### src/rtl/cache_lookup_if.sv
// cache_lookup_if: request/response and memory-refill handshakes of cache_lookup_ctrl
interface cache_lookup_if #(parameter int SET_BITS = 3);
  logic req_valid;
  logic req_ready;
  logic [SET_BITS-1:0] req_set;
  logic [23:0] req_tag;
  logic resp_valid;
  logic resp_hit;
  logic [255:0] resp_data;
  logic mem_req;
  logic [23+SET_BITS:0] mem_addr;
  logic mem_ack;
  logic [255:0] mem_rdata;
  modport master (
    output req_valid, req_set, req_tag, mem_ack, mem_rdata,
    input req_ready, resp_valid, resp_hit, resp_data, mem_req, mem_addr
  );
  modport slave (
    input req_valid, req_set, req_tag, mem_ack, mem_rdata,
    output req_ready, resp_valid, resp_hit, resp_data, mem_req, mem_addr
  );
endinterface

### src/rtl/cache_lookup_ctrl.sv
// cache_lookup_ctrl: halt-tag filtered lookup with per-set FIFO refill; CACHE_STATS_EN adds hit/miss counters
module cache_lookup_ctrl #(parameter int SET_BITS = 3) (
  input logic clk,
  input logic reset,
`ifdef CACHE_STATS_EN
  output logic [15:0] stat_hits,
  output logic [15:0] stat_misses,
`endif
  cache_lookup_if.slave bus,
  output logic [2**SET_BITS-1:0] setOut,
  output logic [7:0] decOut1b,
  output logic memWrite,
  output logic inp_viv,
  output logic [23:0] in_tag,
  output logic [255:0] inputData,
  input logic [31:0] outHaltTag,
  input logic out_viv,
  input logic [19:0] outMainTag,
  input logic [255:0] outData
);
  localparam int NSETS = 2**SET_BITS;
  localparam logic [2:0] IDLE = 3'd0, PROBE = 3'd1, MISS_REQ = 3'd2, FILL = 3'd3, RESP = 3'd4;
  logic [2:0] state;
  logic [SET_BITS-1:0] setReg;
  logic [23:0] tagReg;
  logic [7:0] cand, candNow, lowCand, candLeft;
  logic [255:0] lineReg;
  logic hitReg, probeHit;
  logic [2:0] fifoPtr [NSETS];
  always_comb begin
    candNow = '0;
    for (int i = 0; i < 8; i++) candNow[i] = outHaltTag[4*i +: 4] == bus.req_tag[3:0];
  end
  assign lowCand = cand & (~cand + 8'd1);
  assign candLeft = cand & ~lowCand;
  assign probeHit = out_viv && outMainTag == tagReg[23:4];
  assign bus.req_ready = state == IDLE;
  assign bus.resp_valid = state == RESP;
  assign bus.resp_hit = hitReg;
  assign bus.resp_data = lineReg;
  assign bus.mem_req = state == MISS_REQ;
  assign bus.mem_addr = {tagReg, setReg};
  assign memWrite = state == FILL;
  assign inp_viv = memWrite;
  assign in_tag = tagReg;
  assign inputData = lineReg;
  assign setOut = (state == PROBE || state == FILL) ? NSETS'(1) << setReg : '0;
  assign decOut1b = state == PROBE ? lowCand : state == FILL ? 8'(1) << fifoPtr[setReg] : '0;
  always_ff @(posedge clk) begin
    if (reset) begin
      state <= IDLE;
      setReg <= '0;
      tagReg <= '0;
      cand <= '0;
      lineReg <= '0;
      hitReg <= 1'b0;
      for (int i = 0; i < NSETS; i++) fifoPtr[i] <= '0;
    end else begin
      case (state)
        IDLE: if (bus.req_valid) begin
          setReg <= bus.req_set;
          tagReg <= bus.req_tag;
          cand <= candNow;
          state <= |candNow ? PROBE : MISS_REQ;
        end
        PROBE: if (probeHit) begin
          lineReg <= outData;
          hitReg <= 1'b1;
          state <= RESP;
        end else begin
          cand <= candLeft;
          if (candLeft == '0) state <= MISS_REQ;
        end
        MISS_REQ: if (bus.mem_ack) begin
          lineReg <= bus.mem_rdata;
          state <= FILL;
        end
        FILL: begin
          fifoPtr[setReg] <= fifoPtr[setReg] + 3'd1;
          hitReg <= 1'b0;
          state <= RESP;
        end
        RESP: state <= IDLE;
        default: state <= IDLE;
      endcase
    end
  end
`ifdef CACHE_STATS_EN
  always_ff @(posedge clk) begin
    if (reset) begin
      stat_hits <= '0;
      stat_misses <= '0;
    end else if (state == RESP) begin
      if (hitReg && stat_hits != 16'hFFFF) stat_hits <= stat_hits + 16'd1;
      if (!hitReg && stat_misses != 16'hFFFF) stat_misses <= stat_misses + 16'd1;
    end
  end
`endif
endmodule

### src/flat_wrapper.sv
// flat-port wrapper written by rule: the top's interface ports become plain ports
module cache_lookup_ctrl_flat 
#(parameter int SET_BITS = 3)
  (clk, reset, setOut, decOut1b, memWrite, inp_viv, in_tag, inputData, outHaltTag, out_viv, outMainTag, outData, bus_req_valid, bus_req_set, bus_req_tag, bus_mem_ack, bus_mem_rdata, bus_req_ready, bus_resp_valid, bus_resp_hit, bus_resp_data, bus_mem_req, bus_mem_addr);
  cache_lookup_if #(.SET_BITS(SET_BITS)) bus_i ();
  input logic clk;
  input logic reset;
  output logic [2**SET_BITS-1:0] setOut;
  output logic [7:0] decOut1b;
  output logic memWrite;
  output logic inp_viv;
  output logic [23:0] in_tag;
  output logic [255:0] inputData;
  input logic [31:0] outHaltTag;
  input logic out_viv;
  input logic [19:0] outMainTag;
  input logic [255:0] outData;
  input wire logic [$bits(bus_i.req_valid)-1:0] bus_req_valid;
  input wire logic [$bits(bus_i.req_set)-1:0] bus_req_set;
  input wire logic [$bits(bus_i.req_tag)-1:0] bus_req_tag;
  input wire logic [$bits(bus_i.mem_ack)-1:0] bus_mem_ack;
  input wire logic [$bits(bus_i.mem_rdata)-1:0] bus_mem_rdata;
  output wire logic [$bits(bus_i.req_ready)-1:0] bus_req_ready;
  output wire logic [$bits(bus_i.resp_valid)-1:0] bus_resp_valid;
  output wire logic [$bits(bus_i.resp_hit)-1:0] bus_resp_hit;
  output wire logic [$bits(bus_i.resp_data)-1:0] bus_resp_data;
  output wire logic [$bits(bus_i.mem_req)-1:0] bus_mem_req;
  output wire logic [$bits(bus_i.mem_addr)-1:0] bus_mem_addr;
  assign bus_i.req_valid = bus_req_valid;
  assign bus_i.req_set = bus_req_set;
  assign bus_i.req_tag = bus_req_tag;
  assign bus_i.mem_ack = bus_mem_ack;
  assign bus_i.mem_rdata = bus_mem_rdata;
  assign bus_req_ready = bus_i.req_ready;
  assign bus_resp_valid = bus_i.resp_valid;
  assign bus_resp_hit = bus_i.resp_hit;
  assign bus_resp_data = bus_i.resp_data;
  assign bus_mem_req = bus_i.mem_req;
  assign bus_mem_addr = bus_i.mem_addr;
  cache_lookup_ctrl #(.SET_BITS(SET_BITS)) u_core (.clk(clk), .reset(reset), .bus(bus_i), .setOut(setOut), .decOut1b(decOut1b), .memWrite(memWrite), .inp_viv(inp_viv), .in_tag(in_tag), .inputData(inputData), .outHaltTag(outHaltTag), .out_viv(out_viv), .outMainTag(outMainTag), .outData(outData));
endmodule
### config.mk
export PLATFORM = sky130hd
export DESIGN_NAME = cache_lookup_ctrl_flat
export DESIGN_NICKNAME = d
export VERILOG_FILES = /design/src/rtl/cache_lookup_if.sv /design/src/rtl/cache_lookup_ctrl.sv /design/src/flat_wrapper.sv
export SDC_FILE = /design/constraint.sdc
export NUM_CORES = 1
export LEC_CHECK = 0
export ABC_AREA = 1
export CORE_AREA = 2 2 461 463
export DETAILED_ROUTE_END_ITERATION = 10
export DIE_AREA = 0 0 463 465
export PLACE_DENSITY_LB_ADDON = 0.2
export SLEW_MARGIN = 25
export SYNTH_ARGS = -nofsm -noshare
export SYNTH_HDL_FRONTEND = slang
export SYNTH_SLANG_ARGS = --single-unit
### constraint.sdc
create_clock -name clk -period 2.7 [get_ports clk]
set_input_delay 0.27 -clock clk [delete_from_list [all_inputs] [get_ports clk]]
set_output_delay 0.27 -clock clk [all_outputs]
set_load 0.05 [all_outputs]
==> out/metrics.csv, run 1 <==
stage,metric,value,unit
critical_path,cp-end-kind,output port,
placed_design,io_buffers,1180,
drt,vias_per_cell,3.289,
timing,timing.hold.ws,0.2466,ns
power,power_density,1468,mW/mm²
finish,fillers,24180,
global_route,grt_pass1_vias,23000,
logic_synthesis,synth-seq-cells,322,
finish,fin_nets,4654,
critical_path,cp_data_arrival_time,2.62,ns
critical_path,cp_max_fo,5,
timing,period_needed,2.890,ns
timing,worst_pin_slew,0.8261,ns
clock_tree,clk_latency,0.64,ns
timing,maxSlewHeadroom,44.75,%
critical_path,cp-start-kind,flip-flop,
clock_tree,holdBufCountCts,0,
placed_design,place_area,0.03389,mm²
logic_synthesis,ys_seq_area_share,33.78,%
finish,final_layout_size_suffix_gt1_share,7.608,%
timing,setup_viol,8,
global_route,grt.total_usage,12.23,%
drt,drt-pass1-iter-count,7,
timing,max_freq,346.1,MHz
clock_tree,cts.sinks,322,
run_status,failed_checks,negative setup slack,
worst_hold_path,hp-class,in2reg,
clock_tree,cts_max_level,2,
finish,fin_cells,6932,
run_status,outcome,"complete, but fails checks",
global_route,grt_max_degree,98,
global_route,antenna_found_initial,51,
drt,wl_per_cell,19.89,µm
finish,design_area,0.03580,mm²
finish,final-seq-area,0.006694,mm²
clock_tree,cts.path.max_buffers,3,
timing,fin_ws,-0.1896,ns
logic_synthesis,avgSynthCellArea,6.305,µm²
timing,slew_viol_final,0,
placed_design,hpwlAfterDp,114300,µm
logic_synthesis,synth_cell_types,32,
timing,finalCritPeriodShare,107.0,%
global_route,grt_pass1_wl,186100,µm
clock_tree,cts_buffers,45,
critical_path,critPathKind,reg2out,
floorplanning,initial_utilization,9.388,%
timing,fin_skew,0.02730,ns
floorplanning,die_w,463,µm
floorplanning,dieArea,0.2153,mm²
logic_synthesis,ys_warn_count,0,
drt,drt-initial-drc-count,1222,
drt,drc,0,
global_route,overflow,0,
logic_synthesis,synthCells,3139,
power,p_leak,14.66,nW
placed_design,pre_cts_slack,0.02290,ns
finish,multi_input_area,0.01000,mm²
floorplanning,coreArea,0.2108,mm²
drt,ant_nets,0,
power,power,52.55,mW
drt,routed_wl,137900,µm
critical_path,cp.required,2.43,ns
clock_tree,cts_root_buf,clkbuf_16,
floorplanning,io_pins,1181,
logic_synthesis,syn_area,0.01979,mm²
placed_design,post-place-cells,6820,
run,drv_cap,0,
clock_tree,cts_tree,yes,
floorplanning,num_rows,169,
finish,areaGrowthSynthToFinish,80.86,%
floorplanning,fp.dieH,465,µm
timing,hold_viol,0,
clock_tree,clk_pin_slew_worst_paths,0.06,ns
drt,dr_total_vias,22800,
logic_synthesis,synth_fp_nets,3741,
timing,rsz0062_at_grt,yes,
power,ir_drop,0.7925,mV
placed_design,gp_congestion,0.8566,
[through the flow]
step / utilization (%) / TNS [ns]
finish: 16.98 / -1.099
global route: 16.97 / -2.303
CTS: 16.91 / -2.471
detailed placement: 16.07 / 0
global placement: 16.07 / 0
floorplan: - / -2.029
[Yosys cell counts, drive strengths merged]
cell type / n / area share [%]
nand3b: 256 / 9.7
nand2: 1222 / 23
nand4: 8 / 0.25
o41ai: 1 / 0.044
dfxtp: 298 / 30
o31ai: 1 / 0.038
o211ai: 3 / 0.11
nor3: 2 / 0.051
nand3: 20 / 0.53
clkbuf: 69 / 1.3
o21ai: 48 / 1.2
a32o: 2 / 0.10
nor2: 617 / 12
o32ai: 7 / 0.31
inv: 95 / 1.8
xor2: 5 / 0.22
buf: 408 / 14
a21oi: 33 / 0.83
edfxtp: 24 / 3.6
a21boi: 1 / 0.057
xnor2: 1 / 0.044
ha: 6 / 0.38
clkinv: 4 / 0.076
nor4: 8 / 0.25
[cell usage in the layout (no fill, tap or decap), types with 14 or more instances in the layout]
master           synthesis  routed
nand2_1               1221    1214
clkdlybuf4s50_1          0    1158
nor2_1                 615     608
dfxtp_1                298     296
nand3b_1               256     256
buf_4                  298     131
inv_1                   90      84
clkbuf_16                0      48
buf_12                   0      45
o21ai_0                 46      40
a21oi_1                 33      33
edfxtp_1                24      24
diode_2                  0      23
nand3_1                 19      19
clkbuf_8                 0      14
[worst max-delay path, cell delays in order, from the launching register on]
cell and delay [ns]:
dfxtp_4 0.36, inv_2 0.06, buf_6 0.12, nor2_1 0.05
o32ai_2 0.25, inv_1 0.11, o21ai_4 0.24, ha_4 0.19
ha_4 0.13, nand2_2 0.05, o31ai_2 0.08, clkbuf_16 0.20
buf_12 0.13
[kinds of logic (layout without fill, tap and decap cells)]
family	count (synthesis)	count (layout)	synth area share, %
fa+ha+maj	6	6	0.3793
xor+xnor	6	6	0.2655
flops	322	322	33.78
simple gates	2133	2133	45.71
compound gates	96	96	2.712
buf+inv	576	1525	17.15
other cells	0	23	0
[power by group]
part	internal (mW)	total [mW]	switching [mW]
registers	6.96	9.86	2.90
clock network	3.62	6.17	2.55
logic	12.0	36.5	24.5
total	22.6	52.6	30.0
[what timing repair did]
item / in CTS / in global routing
buffers inserted: 6 / 1
setup endpoints to repair: 12 / 10
pin swaps: 9 / 9
gates resized for setup: 45 / 29
[path summary, 6_finish.rpt]
check	depth (start not counted)	startpoint	slack (ns)	to
setup / recovery	12	flip-flop	-0.19	decOut1b[3]
setup reg to reg	12	u_core.in_tag[10]$_SDFFE_PP0P_	0.25	u_core.bus.resp_data[57]$_SDFFE_PP0P_
hold / removal	3	bus_req_tag[12]	0.25	u_core.in_tag[12]$_SDFFE_PP0P_
hold reg to reg	2	u_core.in_tag[18]$_SDFFE_PP0P_	0.49	u_core.in_tag[18]$_SDFFE_PP0P_
[routing by layer]
layer	wire, µm	global-route usage (%)
met1	58000	14.77
met2	67410	21.28
met3	9750	3.455
met4	2523	2.902
met5	192	0
[state kept, by name (all words and copies together) (netlist names), named ones only]
| name | count |
|---|---|
| u_core.bus.resp_hit | 1 |
| u_core.in_tag | 24 |
| u_core.setReg | 3 |
| u_core.bus.resp_data | 256 |
| u_core.state | 3 |
| u_core.cand | 8 |
| u_core.fifoPtr | 24 |
[cell type report]
cell class,count,share of cell area [%]
antenna,23,0.1608
sequential,322,18.70
inverter,99,1.101
timing repair buffer,1343,38.04
multi-input combinational,2241,27.95
clock buffer,72,3.880
clock inverter,11,0.3076
tap,2821,9.861
Note: power is estimated with default switching activity, not from simulation.
==> inputs of run 2 (changes only) <==
--- a/config.mk
+++ b/config.mk
@@ -7,8 +7,10 @@
 export LEC_CHECK = 0
 export ABC_AREA = 1
 export CORE_AREA = 2 2 461 463
+export CTS_CLUSTER_DIAMETER = 100
 export DETAILED_ROUTE_END_ITERATION = 10
 export DIE_AREA = 0 0 463 465
+export MAX_ROUTING_LAYER = met4
 export PLACE_DENSITY_LB_ADDON = 0.2
 export SLEW_MARGIN = 25
 export SYNTH_ARGS = -nofsm -noshare
==> run 2 against run 1 <==
Compared with the run above:
- the flow still finishes with violations (negative setup slack)
- combinational power about the same
- power up 0.14%
- largest power group unchanged
- die area unchanged
- final cell count up 0.29%
- hold slack worse by 0.013 ns
- flip-flop and latch count unchanged
- critical endpoint is now decOut1b[7]
- setup slack worse by 0.034 ns
- largest cell class unchanged
- clock-buffer cell count down 1
==> out/metrics.csv, run 2 (same netlist as run 1, synthesis figures left out) <==
stage,metric,value,unit
run_status,outcome,"complete, but fails checks",
run_status,failed_checks,negative setup slack,
timing,setup_viol,8,
clock_tree,clk_latency,0.65,ns
clock_tree,cts_tree,yes,
critical_path,timing.rr.start,u_core.in_tag[10]$_SDFFE_PP0P_,
power,ir_drop,0.7927,mV
critical_path,cp_slowest_cell,dfxtp_4,
critical_path,crit_path_end,decOut1b[7],
critical_path,critPathKind,reg2out,
finish,multi_input_area,0.009986,mm²
timing,finalCritPeriodShare,108.3,%
critical_path,reg2reg_slack,0.30,ns
timing,period_needed,2.924,ns
clock_tree,cts_buffers,46,
global_route,grt.total_usage,12.59,%
placed_design,place_area,0.03389,mm²
clock_tree,cts_max_level,2,
drt,routed_wl,137900,µm
drt,drc,0,
placed_design,post-place-cells,6820,
drt,wl_per_cell,19.83,µm
global_route,overflow,0,
clock_tree,holdBufCountCts,0,
finish,fin_cells,6952,
clock_tree,cts.sinks,322,
timing,worst_pin_slew,0.7929,ns
drt,wl_met3,9152,µm
finish,final_cell_mix,"1,214 x nand2_1, 1,158 x clkdlybuf4s50_1, 608 x nor2_1",
floorplanning,die_w,463,µm
global_route,grt_pass1_vias,23040,
drt,wl_met1,58630,µm
drt,highest_layer,met4,
finish,final_layout_size_suffix_gt1_share,7.625,%
global_route,grt_max_degree,98,
floorplanning,io_pins,1181,
drt,route.met2.wl,67290,µm
placed_design,hpwlAfterDp,114300,µm
global_route,antenna_found_initial,51,
finish,final_common_cell,nand2_1,
timing,fin_ws,-0.2238,ns
critical_path,cp_max_fo,5,
power,p_leak,14.68,nW
timing,fin_skew,0.02972,ns
critical_path,cp-start-kind,flip-flop,
finish,largest_reg_flops,256,
critical_path,cpPeakStageDelay,0.37,ns
drt,vias_per_cell,3.273,
global_route,grt_pass1_wl,185900,µm
clock_tree,clk_pin_slew_worst_paths,0.06,ns
critical_path,cp.required,2.43,ns
finish,areaGrowthSynthToFinish,81.15,%
critical_path,cp-end-kind,output port,
critical_path,cp_data_arrival_time,2.65,ns
run,drv_cap,0,
finish,fin_nets,4657,
critical_path,crit_path_cell_trace,inv_2 -> buf_6 -> buf_4 -> nor2_4 -> o32ai_2 -> inv_1 -> o21ai_2 -> buf_6 -> ha_4 -> buf_4 -> ha_1 -> a32o_2 -> buf_12,
floorplanning,fp.dieH,465,µm
clock_tree,cts.path.max_buffers,3,
finish,fillers,24190,
critical_path,r2r_cells,12,
placed_design,io_buffers,1180,
finish,final-seq-area,0.006694,mm²
timing,max_freq,342.0,MHz
floorplanning,coreArea,0.2108,mm²
worst_hold_path,hp-class,in2reg,
floorplanning,initial_utilization,9.388,%
timing,maxSlewHeadroom,46.97,%
timing,hold_viol,0,
worst_hold_path,hold_start,bus_req_tag[12],
floorplanning,num_rows,169,
timing,rsz0062_at_grt,yes,
finish,design_area,0.03585,mm²
clock_tree,cts_root_buf,clkbuf_16,
power,power_density,1468,mW/mm²
drt,drt-pass1-iter-count,5,
timing,slew_viol_final,0,
drt,drt-initial-drc-count,1170,
timing,finalSetupTns,-1.256,ns
drt,ant_nets,0,
drt,dr_total_vias,22760,
critical_path,r2r-end,u_core.bus.resp_data[57]$_SDFFE_PP0P_,
placed_design,gp_congestion,0.8710,
floorplanning,dieArea,0.2153,mm²
==> run 2: worst max-delay path, delay by kind of cell (launching register included) <==
family / cells / cell delay [ns]
buffers and inverters: 7 / 0.79
adder cells (fa/ha/maj): 2 / 0.35
AO/OA/AOI/OAI: 3 / 0.40
AND/OR/NAND/NOR: 1 / 0.07
flip-flops: 1 / 0.37
==> run 2: power by group <==
| part | leakage [nW] | internal (mW) | switching, mW |
|---|---|---|---|
| combinational | 11.2 | 12.0 | 24.5 |
| sequential | 2.70 | 6.96 | 2.90 |
| clock | 0.752 | 3.62 | 2.58 |
| total | 14.7 | 22.6 | 30.0 |
==> run 2: area by class of cell <==
type	count	area share, %
Timing Repair Buffer	1345	38.05
Multi-Input combinational cell	2241	27.85
Sequential cell	322	18.67
Tap cell	2821	9.845
Clock buffer	71	3.867
Inverter	99	1.099
Clock inverter	14	0.3490
Antenna cell	39	0.2722
==> run 2: layer usage <==
| layer | vias to the layer above | global-route usage, % |
|---|---|---|
| met4 | 0 | 2.708 |
| met1 | 10440 | 14.86 |
| li1 | 11300 | - |
| met3 | 125 | 3.306 |
| met2 | 890 | 21.35 |
| met5 | - | - |
==> run 2: what timing repair did <==
item                                    CTS  global route
resized for setup                        45            28
buffers inserted                          6             2
endpoints found under the setup margin   12            10
cloned                                    0             0
pin swaps                                 9            11
==> run 2: stage by stage <==
step / power, mW / setup WS [ns] / util [%] / hold slack [ns]
finish: 52.62 / -0.2238 / 17.01 / 0.2337
global route: 55.47 / -0.3323 / 17.00 / 0.2123
CTS: 53.44 / -0.3583 / 16.92 / 0.1615
detailed placement: 46.61 / 0.02290 / 16.07 / 0.4851
global placement: 46.70 / 0.03555 / 16.07 / 0.4713
floorplan: 33.57 / -0.3108 / - / 0.3391
==> run 2: how the worst min path moves through the flow <==
stage / to / slack (ns) / cells past startpoint
final: u_core.in_tag[12]$_SDFFE_PP0P_ / 0.23 / 3
after global routing: u_core.in_tag[12]$_SDFFE_PP0P_ / 0.21 / 3
after CTS: u_core.in_tag[12]$_SDFFE_PP0P_ / 0.16 / 3
after detailed placement: u_core.in_tag[22]$_SDFFE_PP0P_ / 0.49 / 2
after global placement: u_core.in_tag[20]$_SDFFE_PP0P_ / 0.47 / 2
after floorplan: u_core.cand[0]$_SDFFE_PP0P_ / 0.34 / 1
==> inputs of run 3 (changes only) <==
--- a/config.mk
+++ b/config.mk
@@ -6,10 +6,10 @@
 export NUM_CORES = 1
 export LEC_CHECK = 0
 export ABC_AREA = 1
-export CORE_AREA = 2 2 461 463
+export CORE_AREA = 2 2 458 460
 export CTS_CLUSTER_DIAMETER = 100
 export DETAILED_ROUTE_END_ITERATION = 10
-export DIE_AREA = 0 0 463 465
+export DIE_AREA = 0 0 460 462
 export MAX_ROUTING_LAYER = met4
 export PLACE_DENSITY_LB_ADDON = 0.2
 export SLEW_MARGIN = 25
==> constraint.sdc (replaced) <==
create_clock -name clk -period 3.55 [get_ports clk]
set_input_delay 0.355 -clock clk [delete_from_list [all_inputs] [get_ports clk]]
set_output_delay 0.355 -clock clk [all_outputs]
set_load 0.05 [all_outputs]
==> run 3 against run 2 <==
Compared with the run above:
- the flow now finishes without violations
- routed wire length up 1.8%
- non-clock buffer count down 98
- core utilization down 0.37 points
- clock-buffer cell count up 6
- clock skew down 0.012 ns
- largest cell class unchanged
- largest power group unchanged
- critical path depth down 8
- clock power down 14%
==> out/metrics.csv, run 3 (same netlist as run 1, synthesis figures left out) <==
stage,metric,value,unit
finish,fillers,24040,
clock_tree,post-cts-setup-buffers,0,
run_status,outcome,finished clean,
finish,final-seq-area,0.006688,mm²
timing,period_needed,3.192,ns
clock_tree,cts_buffers,50,
critical_path,cp_top_family,buffers and inverters,
floorplanning,initial_utilization,9.511,%
drt,vias_per_cell,3.326,
floorplanning,io_pins,1181,
timing,max_freq,313.3,MHz
drt,ant_nets,0,
placed_design,io_buffers,1180,
timing,slew_viol_final,0,
finish,fin_nets,4563,
timing,worst_pin_slew,1.121,ns
global_route,grt_max_degree,127,
global_route,grt_pass1_vias,22360,
global_route,overflow,0,
global_route,grt.total_usage,12.91,%
finish,final_common_cell,nand2_1,
clock_tree,clk_latency,0.66,ns
clock_tree,cts.path.max_buffers,3,
finish,final_cell_mix,"1,219 x nand2_1, 1,163 x clkdlybuf4s50_1, 615 x nor2_1",
placed_design,gp_congestion,0.8322,
drt,highest_layer,met4,
critical_path,critPathKind,reg2out,
drt,route.met2.wl,65540,µm
critical_path,path_buf_inv,3,
critical_path,critPathLaunch,u_core.state[2]$_SDFFE_PP0P_,
power,power_density,1146,mW/mm²
worst_hold_path,hp-class,in2reg,
drt,drt-pass1-iter-count,5,
critical_path,cp_max_fo,10,
clock_tree,clk_pin_slew_worst_paths,0.05,ns
timing,maxSlewHeadroom,25.23,%
critical_path,cp.required,3.19,ns
critical_path,crit_path_end,memWrite,
critical_path,reg2reg_slack,0.83,ns
timing,hold_viol,0,
critical_path,cpPeakStageDelay,0.97,ns
timing,finalSetupTns,0,ns
critical_path,timing.rr.start,u_core.state[2]$_SDFFE_PP0P_,
finish,final_layout_size_suffix_gt1_share,4.424,%
timing,rsz0062_at_grt,no,
global_route,antenna_found_initial,56,
clock_tree,holdBufCountCts,0,
floorplanning,coreArea,0.2081,mm²
critical_path,crit_path_cell_trace,inv_1 -> nand2_1 -> buf_4 -> nor2_2 -> clkdlybuf4s50_1,
finish,design_area,0.03462,mm²
finish,multi_input_area,0.009752,mm²
power,ir_drop,0.6732,mV
drt,wl_per_cell,20.80,µm
critical_path,r2r-end,u_core.bus.resp_data[213]$_SDFFE_PP0P_,
critical_path,r2r_cells,10,
floorplanning,fp.dieH,462,µm
critical_path,cp_slowest_cell,clkdlybuf4s50_1,
timing,finalCritPeriodShare,89.92,%
power,p_leak,14.12,nW
global_route,grt_pass1_wl,186400,µm
run,drv_cap,0,
finish,post-route-util,16.64,%
drt,drc,0,
placed_design,hpwlAfterDp,114000,µm
placed_design,place_area,0.03282,mm²
floorplanning,die_w,460,µm
drt,wl_met1,61660,µm
critical_path,worstSetupPathDepth,5,
floorplanning,num_rows,168,
drt,drt-initial-drc-count,1301,
critical_path,cp_data_arrival_time,2.84,ns
finish,largest_reg_flops,256,
floorplanning,dieArea,0.2125,mm²
clock_tree,cts_max_level,2,
drt,wl_met3,10410,µm
clock_tree,cts.sinks,322,
clock_tree,cts_tree,yes,
drt,routed_wl,140400,µm
clock_tree,cts_root_buf,clkbuf_16,
timing,fin_skew,0.01784,ns
drt,dr_total_vias,22450,
finish,areaGrowthSynthToFinish,74.92,%
critical_path,cp-end-kind,output port,
critical_path,cp-start-kind,flip-flop,
timing,setup_viol,0,
## run 3: cell count changes in the layout (fill, tap and decap cells not counted), sizes merged
cell	previous run	this run
clkinv	16	8
inv	96	100
diode	39	31
bufinv	1	5
clkbuf	73	77
clkdlybuf4s50	1158	1163
dlygate4sd2	1	0
buf	184	84
clkinvlp	0	1
## run 3: how the worst min path moves through the flow
stage / start / to / slack, ns / depth (start not counted)
floorplan: reset / u_core.cand[0]$_SDFFE_PP0P_ / 0.42 / 1
global placement: u_core.in_tag[14]$_SDFFE_PP0P_ / u_core.in_tag[14]$_SDFFE_PP0P_ / 0.49 / 2
detailed placement: u_core.in_tag[14]$_SDFFE_PP0P_ / u_core.in_tag[14]$_SDFFE_PP0P_ / 0.49 / 2
CTS: bus_req_tag[12] / u_core.in_tag[12]$_SDFFE_PP0P_ / 0.21 / 3
global route: bus_req_tag[19] / u_core.in_tag[19]$_SDFFE_PP0P_ / 0.28 / 3
finish: bus_req_tag[12] / u_core.in_tag[12]$_SDFFE_PP0P_ / 0.30 / 3
## run 3: cell type report
type / instances / area share (%)
antenna: 31 / 0.2241
clock buffer: 77 / 4.290
clock inverter: 15 / 0.6722
inverter: 99 / 1.117
multi-input combinational: 2241 / 28.17
sequential: 322 / 19.32
tap: 2720 / 9.830
timing repair buffer: 1247 / 36.38
## run 3: layer usage
metal  GRT usage (%)  vias to the layer above
met5               -                        -
met4           2.566                        0
met3           3.669                      123
met2           20.97                      890
met1           15.89                    10350
li1                -                    11090
## run 3: stage by stage
step	worst slack [ns]	instances	hold WS, ns	power (mW)
finish	0.3577	6752	0.2978	39.66
global route	0.1114	6747	0.2758	41.86
CTS	0.05840	6721	0.2142	40.36
detailed placement	0.5812	6629	0.4937	34.74
global placement	0.6159	6629	0.4871	34.79
floorplan	0.4542	3139	0.4241	25.54
## run 3: worst reg2reg max path: cells and delay by family, from the launching register on
kind	cells	cell delay, ns
buffers and inverters	3	1.23
AND/OR/NAND/NOR	7	1.07
flip-flops	1	0.33
## run 3: power by group
group	internal, mW	switching (mW)	total, mW
combinational	8.31	18.5	26.8
clock	3.24	2.08	5.33
sequential	5.29	2.26	7.55
total	16.8	22.8	39.7
## run 3: timing repair
action                                  4_1_cts  5_1_grt
resized for setup                             1        3
cloned                                        0        0
pin swaps                                     0        0
endpoints found under the setup margin        2        4
